<file path="src/rtl/stack_bus_master.sv">
// -----------------------------------------------------------------------------
// stack_bus_master
//   Host-side initiator for the push/pop stack peripheral. Takes one push or pop
//   command at a time on a valid/ready port and drives the stack's strobes and
//   data bus. It waits for the stack's done flag and returns exactly one
//   response per accepted command: either the popped data or an error code.
//   A local copy of the stack depth is kept so that overflow and underflow
//   are refused without touching the bus.
//
// Parameters
//   DATA_W   data bus width
//   DEPTH    stack capacity in entries (must fit in the 5-bit depth port)
//   TIMEOUT  WAIT cycles allowed before a command aborts with a timeout (>=2)
//
// Ports
//   clk, rst_n            clock (rising edge), synchronous active-low reset
//   cmd_valid/cmd_ready   command handshake; ready only while idle
//   cmd_op, cmd_data      0=push / 1=pop, push payload
//   rsp_valid             one-cycle response strobe
//   rsp_data, rsp_err     popped data (0 otherwise), 00 ok/01 ovf/10 unf/11 tmo
//   stk_push, stk_pop     one-cycle strobes to the stack
//   stk_dout, stk_doe     bus data and drive enable (push only)
//   stk_din               bus data returned by the stack
//   stk_done/empty/full   stack status
//   depth                 local entry count, 0..DEPTH
// -----------------------------------------------------------------------------
module stack_bus_master #(
  parameter int DATA_W  = 8,
  parameter int DEPTH   = 16,
  parameter int TIMEOUT = 15
) (
  input  logic              clk,
  input  logic              rst_n,
  input  logic              cmd_valid,
  output logic              cmd_ready,
  input  logic              cmd_op,
  input  logic [DATA_W-1:0] cmd_data,
  output logic              rsp_valid,
  output logic [DATA_W-1:0] rsp_data,
  output logic [1:0]        rsp_err,
  output logic              stk_push,
  output logic              stk_pop,
  output logic [DATA_W-1:0] stk_dout,
  output logic              stk_doe,
  input  logic [DATA_W-1:0] stk_din,
  input  logic              stk_done,
  input  logic              stk_empty,
  input  logic              stk_full,
  output logic [4:0]        depth
);

  typedef enum logic [2:0] {
    S_IDLE,
    S_ISSUE,
    S_WAIT,
    S_CAPTURE,
    S_RESP
  } state_t;

  localparam logic [1:0] ERR_OK  = 2'b00;
  localparam logic [1:0] ERR_OVF = 2'b01;
  localparam logic [1:0] ERR_UNF = 2'b10;
  localparam logic [1:0] ERR_TMO = 2'b11;

  localparam int         TW        = $clog2(TIMEOUT + 1);
  localparam logic [4:0] DEPTH_MAX = 5'(DEPTH);
  localparam logic [TW-1:0] TIMER_LAST = TW'(TIMEOUT - 1);

  state_t              state_q, state_d;
  logic                op_q, op_d;
  logic [1:0]          pend_err_q, pend_err_d;
  logic [TW-1:0]       timer_q, timer_d;
  logic [4:0]          depth_q, depth_d;
  logic                cmd_ready_q, cmd_ready_d;
  logic                rsp_valid_q, rsp_valid_d;
  logic [DATA_W-1:0]   rsp_data_q, rsp_data_d;
  logic [1:0]          rsp_err_q, rsp_err_d;
  logic                stk_push_q, stk_push_d;
  logic                stk_pop_q, stk_pop_d;
  logic [DATA_W-1:0]   stk_dout_q, stk_dout_d;
  logic                stk_doe_q, stk_doe_d;

  always_comb begin
    state_d     = state_q;
    op_d        = op_q;
    pend_err_d  = pend_err_q;
    timer_d     = timer_q;
    depth_d     = depth_q;
    rsp_data_d  = rsp_data_q;
    rsp_err_d   = rsp_err_q;
    stk_dout_d  = stk_dout_q;
    stk_doe_d   = stk_doe_q;
    stk_push_d  = 1'b0;
    stk_pop_d   = 1'b0;

    case (state_q)
      S_IDLE: begin
        if (cmd_valid && cmd_ready_q) begin
          op_d       = cmd_op;
          pend_err_d = ERR_OK;
          state_d    = S_ISSUE;
          // The refusal decision is made at acceptance so the strobes can be
          // registered into the ISSUE cycle. A refused command still passes
          // through ISSUE, with the bus left idle, before it responds.
          if (!cmd_op) begin
            if (depth_q == DEPTH_MAX || stk_full) begin
              pend_err_d = ERR_OVF;
            end else begin
              stk_push_d = 1'b1;
              stk_doe_d  = 1'b1;
              stk_dout_d = cmd_data;
            end
          end else begin
            stk_doe_d = 1'b0;
            if (depth_q == 5'd0 || stk_empty) begin
              pend_err_d = ERR_UNF;
            end else begin
              stk_pop_d = 1'b1;
            end
          end
        end
      end

      S_ISSUE: begin
        timer_d = '0;
        if (pend_err_q != ERR_OK) begin
          rsp_err_d  = pend_err_q;
          rsp_data_d = '0;
          state_d    = S_RESP;
        end else begin
          state_d = S_WAIT;
        end
      end

      S_WAIT: begin
        timer_d = timer_q + TW'(1);
        // Done is not trusted in the first WAIT cycle: the stack may still be
        // showing completion of the previous instruction.
        if (timer_q != '0 && stk_done) begin
          if (!op_q) begin
            rsp_err_d  = ERR_OK;
            rsp_data_d = '0;
            if (depth_q != DEPTH_MAX) depth_d = depth_q + 5'd1;
            state_d = S_RESP;
          end else begin
            state_d = S_CAPTURE;
          end
        end else if (timer_q == TIMER_LAST) begin
          rsp_err_d  = ERR_TMO;
          rsp_data_d = '0;
          state_d    = S_RESP;
        end
      end

      S_CAPTURE: begin
        rsp_data_d = stk_din;
        rsp_err_d  = ERR_OK;
        if (depth_q != 5'd0) depth_d = depth_q - 5'd1;
        state_d = S_RESP;
      end

      S_RESP: begin
        state_d = S_IDLE;
      end

      default: begin
        state_d = S_IDLE;
      end
    endcase

    // Outputs below are registered views of the state being entered.
    if (state_d == S_RESP) stk_doe_d = 1'b0;
    cmd_ready_d = (state_d == S_IDLE);
    rsp_valid_d = (state_d == S_RESP) && (state_q != S_RESP);
  end

  always_ff @(posedge clk) begin
    if (!rst_n) begin
      state_q     <= S_IDLE;
      op_q        <= 1'b0;
      pend_err_q  <= ERR_OK;
      timer_q     <= '0;
      depth_q     <= 5'd0;
      cmd_ready_q <= 1'b0;
      rsp_valid_q <= 1'b0;
      rsp_data_q  <= '0;
      rsp_err_q   <= ERR_OK;
      stk_push_q  <= 1'b0;
      stk_pop_q   <= 1'b0;
      stk_dout_q  <= '0;
      stk_doe_q   <= 1'b0;
    end else begin
      state_q     <= state_d;
      op_q        <= op_d;
      pend_err_q  <= pend_err_d;
      timer_q     <= timer_d;
      depth_q     <= depth_d;
      cmd_ready_q <= cmd_ready_d;
      rsp_valid_q <= rsp_valid_d;
      rsp_data_q  <= rsp_data_d;
      rsp_err_q   <= rsp_err_d;
      stk_push_q  <= stk_push_d;
      stk_pop_q   <= stk_pop_d;
      stk_dout_q  <= stk_dout_d;
      stk_doe_q   <= stk_doe_d;
    end
  end

  assign cmd_ready = cmd_ready_q;
  assign rsp_valid = rsp_valid_q;
  assign rsp_data  = rsp_data_q;
  assign rsp_err   = rsp_err_q;
  assign stk_push  = stk_push_q;
  assign stk_pop   = stk_pop_q;
  assign stk_dout  = stk_dout_q;
  assign stk_doe   = stk_doe_q;
  assign depth     = depth_q;

endmodule

</file>
<file path="config.mk">
export PLATFORM = sky130hd
export DESIGN_NAME = stack_bus_master
export DESIGN_NICKNAME = d
export VERILOG_FILES = /design/src/rtl/stack_bus_master.sv
export SDC_FILE = /design/constraint.sdc
export NUM_CORES = 1
export LEC_CHECK = 0
export ABC_AREA = 1
export BUFFER_PORTS_ARGS = -buffer_cell sky130_fd_sc_hd__buf_2
export CAP_MARGIN = 20
export CORE_ASPECT_RATIO = 0.6
export CORE_MARGIN = 2
export CORE_UTILIZATION = 37
export CTS_CLUSTER_DIAMETER = 80
export CTS_CLUSTER_SIZE = 20
export DETAILED_ROUTE_END_ITERATION = 10
export HOLD_SLACK_MARGIN = 0.05
export PLACE_DENSITY_LB_ADDON = 0.3
export SLEW_MARGIN = 40
export SYNTH_ARGS = -nofsm -noshare
export SYNTH_HDL_FRONTEND = slang
export SYNTH_SLANG_ARGS = --single-unit
</file>
<file path="constraint.sdc">
create_clock -name clk -period 1.6 [get_ports clk]
set_input_delay 0.32 -clock clk [delete_from_list [all_inputs] [get_ports clk]]
set_output_delay 0.32 -clock clk [all_outputs]
set_load 0.02 [all_outputs]
</file>
==> metrics list, run 1 <==
* Critical path cell sequence: buf_4 > inv_2 > nor3_4 > buf_4 > buf_4 > nand4_1 > a31oi_1
* Root buffer cell: sky130_fd_sc_hd__clkbuf_8
* Syn Area/Cell: 7.18 sq um
* Final Critical Period: 1.56 ns
* Mapped Cells: 245
- The worst hold path begins at cmd_data[5].
- Routability-driven placement finished with a final weighted congestion of 0.856.
- Routing usage on met1: 0.264
- Final Hold Violating Endpoints: 0
- The net count of the finished layout is 347.
- The clock passes through at most 2 buffers.
- YS warnings: 0
- WL/cell: about 12 um
* Critical Path Fanout Max: 4
* Maximum clock frequency: 0.640 GHz
* Post-route clock skew: 0.00418 ns
- The analysis attributes to cell leakage a power of 0.00120 uW.
- Net Count, Synth: 275
- Counting flops and latches in the post-synthesis netlist gives 38.
* Clock tree from TritonCTS: done
- DR iter-0 viols: 100
- Clock sink count: 38
- Area added between synthesis and finish: 38.5%
* Maxcap violations: 0
* Std cell rows: 19
- For the worst-skew pair, the clock arrives at the later sink with an insertion delay of 0.29 ns.
- Ports placed on the boundary: between 50 and 60
* Antenna violations before repair: 0
* Most frequent CP cell: sky130_fd_sc_hd__buf_4
* Vertical die dimension: 57.4 um
- Counting tap cells, the placed design contains a total of 368 instances.
- Counting the fill cells in the layout gives 482.
- Die width: 93.0 um
- Total number of vias: roughly 1800
- Kind of cell adding the most delay to the critical path: buffers and inverters
- Residual DRC count: 0
- Number of buffer cells added on primary ports: 50
- Startpoint of the worst-slack reg-to-reg timing path: state_q[1]
- Dividing the final minimum period by the clock period gives 0.976.
* Proportion of synthesized chip area in sequential cells: 0.432
- M3 GR Usage: 0.0423
- For this run the aggregate overflow at the end of global routing stands at 0.
- Routing usage on met2: 0.235
- For the pin with the worst max-slew slack, the measured transition is around 0.65 ns.
- Worst hold-check path type: in -> reg
* Total standard cell area after synthesis: between 0.0015 and 0.002 sq mm
* Ratio of routed vias to standard cells: 4.68
* Max-slew headroom at the worst pin: 0.569
- Core Region: between 0.004 and 0.005 sq mm
* Unique cell type count in the Yosys netlist: 26
- Final non-filler cell total: 381
- For this run, the total global-route usage over all layers was measured as 0.172.
- Maximum number of pins on one net before global-route repair: 20
* Die Outline Area: between 0.005 and 0.006 sq mm
- Power density over the cells: 893 mW/mm^2
- After layout, the worst setup slack is 0.0384 ns.
- The number of global-route vias before repair was approximately 1500.
- Antenna diode instance count: 0
- The slowest stage of the critical path is the sky130_fd_sc_hd__dfxtp_4 cell.
- Unrepaired setup endpoints after global routing: true
- Dpl hpwl: 3360 um
- Element type at the critical path end: flip-flop
- The worst setup path is launched from a flip-flop.
- After detailed routing, the total wire length is between 4000 and 5000 um.
- The max-slew violation total from the final report was 0.
- For this run, the detailed router's first-pass iteration total came to 4.
- Largest voltage drop on the vdd net: 0.617 mV
- TritonCTS created 5 clock buffers.
- By startpoint and endpoint, the worst setup path is classified as reg -> reg.
- For this configuration, the core starts out at a cell density of 0.385.
* Status: finished clean
- Share of layout cells above drive strength 1: 0.305
* First-pass GRT wire length: 7160 um
- Pre-CTS setup slack: -0.0209 ns
- Across all hold checks on the routed design, the worst slack comes to 0.269 ns.
- Clock-pin slew was measured on the worst setup and hold paths at approximately 0.080 ns.
* Worst path required time: 1.81 ns
- Final Setup Violations: 0
- In this run the number of H-tree levels came out at 2.
- Data on the critical path arrives at its endpoint at 1.77 ns.
* GR peak layer: met1
* Slowest cell delay on critical path: slightly below 0.4 ns
- The number of buffers and inverters on the critical path is 4.
- Number of nets with antenna violations after routing: 0
* Startpoint of the worst setup timing path: state_q[1]
where the power goes:
part           internal, uW  switching [uW]  total [uW]
Clock                   665             345        1010
Sequential              966            14.4         980
Combinational          76.0             109         184
worst register-to-register path, delay by kind of cell (launching register included):
kind	cells	cell delay, ns
buffers and inverters	4	0.52
flip-flops	1	0.39
AND/OR/NAND/NOR	2	0.36
AO/OA/AOI/OAI	1	0.21
stage by stage:
| step | instance area, sq um | util | TNS [ns] | power [uW] |
|---|---|---|---|---|
| final | 2440 | 0.534 | 0 | 2170 |
| after global routing | 2440 | 0.534 | 0 | 2250 |
| after CTS | 2340 | 0.512 | 0 | 2190 |
| after detailed placement | 2190 | 0.479 | -0.0258 | 1180 |
| after global placement | 2180 | 0.477 | -0.0401 | 1170 |
| after floorplan | 1760 | - | 0 | 1090 |
Yosys cell counts, drive strengths merged:
master / count / area, sq um
a21oi: 22 / 110
a31oi: 1 / 6.26
buf: 3 / 15.0
clkbuf: 2 / 7.51
clkinv: 2 / 7.51
dfxtp: 38 / 761
fa: 1 / 20.0
ha: 6 / 75.1
inv: 31 / 116
nand2: 46 / 178
nand3: 29 / 145
nand4: 6 / 37.5
nor2: 36 / 135
nor3: 2 / 21.3
nor3b: 1 / 7.51
o211ai: 1 / 7.51
o21ai: 13 / 65.1
o31ai: 2 / 20.0
or2: 1 / 6.26
xnor2: 1 / 8.76
xor2: 1 / 8.76
what timing repair did:
item                       CTS  global route
pin swaps                    0             3
gates resized for setup      2            17
hold buffers                 0             0
setup endpoints to repair    2            24
gates cloned                 0             1
buffers inserted             0             4
per-layer routing:
metal / routed length (um) / vias up / share of wire
met5: 0 / - / 0
li1: - / 943 / -
met1: 2510 / 776 / 0.54
met2: 1760 / 58 / 0.38
met3: 297 / 5 / 0.064
met4: 46 / 0 / 0.010
kinds of logic after synthesis:
kind of cell	Yosys count	share of synthesized area
simple gates	121	0.302
compound gates	39	0.119
buf+inv	38	0.0832
flops	38	0.432
fa+ha+maj	7	0.0541
xor+xnor	2	0.00996
final cells by class:
type,count,area (sq um),share of cell area
flip-flops and latches,38,766,0.314
clock inverters,2,60.1,0.0247
well taps,63,78.8,0.0324
inverters,33,130,0.0534
clock buffers,6,82.6,0.0339
repair buffers,69,393,0.161
multi-input cells,170,926,0.380
state kept, by name, summed over array words and instances, names as in the netlist:
signal / count
rsp_data: 8
stk_dout: 8
depth: 5
timer_q: 4
state_q: 3
pend_err_q: 2
rsp_err: 2
cmd_ready: 1
op_q: 1
rsp_valid: 1
stk_doe: 1
stk_pop: 1
stk_push: 1
worst paths after layout:
path | slack (ns) | cells past startpoint | end
hold reg to reg | 0.48 | 2 | rsp_data[4]
setup / recovery | 0.04 | 7 | state_q[1]
hold / removal | 0.27 | 3 | stk_dout[5]
setup reg to reg | 0.04 | 7 | state_q[1]
layout by cell type, fill, tap and decap left out, drive strengths merged:
cell type and n:
bufinv 2, nor3 2, or2 1, xnor2 1, buf 69, a31oi 1
inv 30, xor2 1, fa 1, nor2 36, o31ai 2, ha 6
nand2 47, nand3 29, dfxtp 38, nand4 6, clkbuf 6, clkinv 2
a21oi 22, o211ai 1, nor3b 1, clkinvlp 1, o21ai 13
Note: power is estimated with default switching activity, not from simulation.
==> run 2: changes to the inputs <==
--- a/config.mk
+++ b/config.mk
@@ -5,7 +5,6 @@
 export SDC_FILE = /design/constraint.sdc
 export NUM_CORES = 1
 export LEC_CHECK = 0
-export ABC_AREA = 1
 export BUFFER_PORTS_ARGS = -buffer_cell sky130_fd_sc_hd__buf_2
 export CAP_MARGIN = 20
 export CORE_ASPECT_RATIO = 0.6
==> run 2 against run 1 <==
The flow now finishes with violations (negative setup slack). Sequential share of layout area fell by 2.4 points. Largest cell class unchanged. Design area increased by 8.9%. Power decreased by 11%.
==> metrics list, run 2 <==
- The clock net sink count is 38 (unchanged).
- Worst hold-check path type: in -> reg
* Later-pin clock latency in the skew report: 0.29 ns (about the same)
* Fraction of synthesized cell area taken by the top area cell type: 0.423 (-0.00933)
- The post-detailed-route wirelength per cell is 13.1 um (+8.3%).
- Number of global-route vias before repair: 1637 (+6.5%)
- Status: complete, but fails checks
* Startpoint of the worst setup timing path: timer_q[1]
- In the layout the commonest cells are sky130_fd_sc_hd__buf_2 (50), sky130_fd_sc_hd__nand2_1 (38), sky130_fd_sc_hd__dfxtp_1 (30), sky130_fd_sc_hd__buf_4 (30).
- Effective utilization at floorplan: 0.390 (+0.00444)
* Core Region: 0.00461 sq mm (+1.0%)
- The width of the die was 94.0 um (+1.0%).
* Max-slew headroom at the worst pin: 0.780 (+0.211)
- Slowest CP cell: sky130_fd_sc_hd__or4b_4
* Total routing resource utilization after global routing: 0.180 (+0.00785)
- In the synthesized netlist the dominant register cell turns out to be sky130_fd_sc_hd__dfxtp_1.
* Startpoint of the worst-slack reg-to-reg timing path: timer_q[1]
* Total number of vias: 1792 (+0.56%)
* Routed Wire Length: 4760 um (+3.2%)
- Count of hold-fix buffers inserted at cts: 0 (unchanged)
- The flop and latch count out of synthesis came to 38 (unchanged).
* Vertical die dimension: 58.0 um (+1.0%)
- Leaving out fill and tap cells, the most frequent cell in the layout is sky130_fd_sc_hd__buf_2.
- Slowest cell delay on critical path: 0.49 ns (+0.10 ns)
- The leakage power was 0.00122 uW (+1.8%).
- Number of nets with antenna violations after routing: 0 (unchanged)
- The detailed placement HPWL is 3450 um (+2.7%).
- The max-slew violation total from the final report came to 0 (unchanged).
* Maximum clock frequency: 0.518 GHz (-19%)
* Largest area contributor in the netlist: sky130_fd_sc_hd__dfxtp_1
- The critical path is of the reg -> reg type.
* Root buffer cell: sky130_fd_sc_hd__clkbuf_8
- Global route overflow: 0 (unchanged)
- Worst-case setup margin in the final layout: -0.332 ns (-0.370 ns)
* Final Hold Violating Endpoints: 0 (unchanged)
- Final worst hold slack: 0.223 ns (-0.0463 ns)
* Maximum number of pins on one net before global-route repair: 25 (+25%)
- The number of buffers added by the clock tree synthesis step was 5 (unchanged).
- The worst path buffer plus inverter count came to 2 (-2).
* Proportion of synthesized chip area in sequential cells: 0.423 (-0.00933)
- Critical path cell sequence: inv_2 > ha_4 > nor3b_4 > or4b_4 > or2_4 > o211a_4 > buf_12 > o21ai_1
- The layout cell share with drive strength beyond 1 was 0.453 (+0.148).
* Number of synthesized flops with an enable pin: 0 (unchanged)
- The I/O pin count came to 51 (unchanged).
* Total standard cell area after synthesis: 0.00180 sq mm (+2.2%)
* Share of flip-flops with an asynchronous set or reset: 0 (unchanged)
* Mapped Cells: 216 (-12%)
* Kind of cell adding the most delay to the critical path: simple AND/OR/NAND/NOR gates
- Syn Area/Cell: 8.32 sq um (+16%)
* Antenna violations before repair: 0 (unchanged)
- First-pass GRT wire length: 7710 um (+7.7%)
* Critical Path Fanout Max: 8 (+4)
- Startpoint Class: flip-flop
- Buffer levels on the longest clock path: 2 (unchanged)
* List of most frequent post-synthesis cells: sky130_fd_sc_hd__nand2_1 (40), sky130_fd_sc_hd__dfxtp_1 (38), sky130_fd_sc_hd__nand3_1 (12), sky130_fd_sc_hd__o21ai_0 (12), sky130_fd_sc_hd__a21oi_1 (10)
- Layout net count: 329 (-5.2%)
- The data required time at the worst endpoint was 1.83 ns (+0.02 ns).
- The number of diodes added for antenna fixing was 0 (unchanged).
* Iteration count of the initial detailed-routing pass: 4 (unchanged)
- CTS clock-pin slew for the worst setup and hold paths: 0.08 ns (about the same)
- The worst voltage drop across the vdd grid was 0.479 mV (-22%).
- Final Critical Period: 1.93 ns (+0.370 ns)
* Std cell rows: 19 (unchanged)
* Most frequent cell after synthesis: sky130_fd_sc_hd__nand2_1
* Reg-to-reg slack, setup: -0.33 ns (-0.37 ns)
* Ratio of final minimum period to clock period: 1.21 (+0.231)
- The die area was 0.00545 sq mm (+2.1%).
- The actual transition at the worst max-transition pin is 0.329 ns (-0.317 ns).
- The endpoint identified for the worst register-to-register timing path is rsp_data[0].
* Unique cell type count in the Yosys netlist: 44 (+69%)
* Number of buffer cells added on primary ports: 50 (unchanged)
- Post-layout utilization of the core: 0.575 (+0.0417)
- The final reports fail on negative setup slack.
- By area the synthesized netlist is led by sky130_fd_sc_hd__dfxtp_1 (42%), sky130_fd_sc_hd__nand2_1 (8.4%), sky130_fd_sc_hd__ha_1 (4.2%), sky130_fd_sc_hd__nand3_1 (3.3%), sky130_fd_sc_hd__o21ai_0 (3.3%).
- The path length in cells of the critical path is 8 (+1).
- The data arrival at the endpoint of the critical path was 2.16 ns (+0.39 ns).
- Pre-CTS setup slack: -0.402 ns (-0.381 ns)
- H-tree depth: 2 (unchanged)
* Final non-filler cell total: 363 (-4.7%)
* Post-route clock skew: 0.00365 ns (-0.000525 ns)
* Clock tree from TritonCTS: done
- Element type at the critical path end: flip-flop
- Ratio of routed vias to standard cells: 4.94 (+5.5%)
- The instance count after placement with tap cells included is 349 (-5.2%).
* Final Setup Violations: 19 (+19)
- The final estimated routing congestion in global placement was 0.875 (+2.2%).
* Net Count, Synth: 246 (-11%)
- DR iter-0 viols: 56 (-44%)
- The count of maximum capacitance violations was 0 (unchanged).
- The synthesis warning total was 0 (unchanged).
- Number of cells on the worst reg-to-reg path: 8 (+1)
* Power density over the cells: 728 mW/mm^2 (-18%)
- The DRC violations left is 0 (unchanged).
- Setup repair after global routing could not meet its margin everywhere.
- Capturing instance or port of the critical path: rsp_data[0]
- Area added between synthesis and finish: 47.6%
run 2: worst reg2reg max path, cell delays in order (launching register included):
cell and delay [ns]:
sky130_fd_sc_hd__dfxtp_2 0.34, sky130_fd_sc_hd__inv_2 0.05, sky130_fd_sc_hd__ha_4 0.15, sky130_fd_sc_hd__nor3b_4 0.14, sky130_fd_sc_hd__or4b_4 0.50, sky130_fd_sc_hd__or2_4 0.26
sky130_fd_sc_hd__o211a_4 0.18, sky130_fd_sc_hd__buf_12 0.15, sky130_fd_sc_hd__o21ai_1 0.11
run 2: worst min path at each step:
stage                     cells past startpoint     endpoint         from
after floorplan                               2  rsp_data[0]   stk_din[0]
after global placement                        2  stk_dout[7]  stk_dout[7]
after detailed placement                      2  rsp_data[3]  rsp_data[3]
after CTS                                     3  rsp_data[5]   stk_din[5]
after global routing                          3  rsp_data[0]   stk_din[0]
final                                         3  rsp_data[3]   stk_din[3]
run 2: final cells by class:
class,count,area [sq um]
inverter,8,32.5
sequential,38,771
tap,63,78.8
fill,427,1960
clock buffer,6,82.6
multi-input combinational,160,1120
clock inverter,2,12.5
timing repair buffer,86,552
run 2: cells by family (layout without fill, tap and decap cells):
| group | after synthesis | after routing | share of synthesized area |
|---|---|---|---|
| buffers and inverters | 18 | 102 | 0.0438 |
| AO/OA/AOI/OAI | 52 | 52 | 0.182 |
| flip-flops | 38 | 38 | 0.423 |
| adder cells (fa/ha/maj) | 7 | 7 | 0.0529 |
| multiplexers | 1 | 1 | 0.00557 |
| XOR/XNOR | 2 | 2 | 0.00974 |
| AND/OR/NAND/NOR | 98 | 98 | 0.283 |
run 2: report_power, final:
part	internal (uW)	switching (uW)
sequential	966	16.2
clock	346	357
combinational	116	129
total	1430	502
run 2: metrics by stage:
step | cell area [sq um] | TNS, ns | power, uW
2_1_floorplan | 1840 | -5.36 | 1120
3_3_place_gp | 2360 | -5.95 | 1230
3_5_place_dp | 2360 | -6.63 | 1230
4_1_cts | 2580 | -4.29 | 1940
5_1_grt | 2650 | -5.76 | 2010
6_report | 2650 | -4.77 | 1930
run 2: metal layers:
metal | routed length, um | track usage | part of all wire | up-vias
met5 | 0 | 0 | 0 | -
li1 | - | - | - | 915
met2 | 2060 | 0.258 | 0.43 | 52
met3 | 265 | 0.0455 | 0.056 | 7
met1 | 2380 | 0.267 | 0.50 | 818
met4 | 57 | 0.0559 | 0.012 | 0
run 2: timing repair:
| action | in CTS | in global routing |
|---|---|---|
| resized for setup | 23 | 18 |
| setup endpoints to repair | 30 | 31 |
| setup buffers | 4 | 2 |
| pin swaps | 18 | 12 |
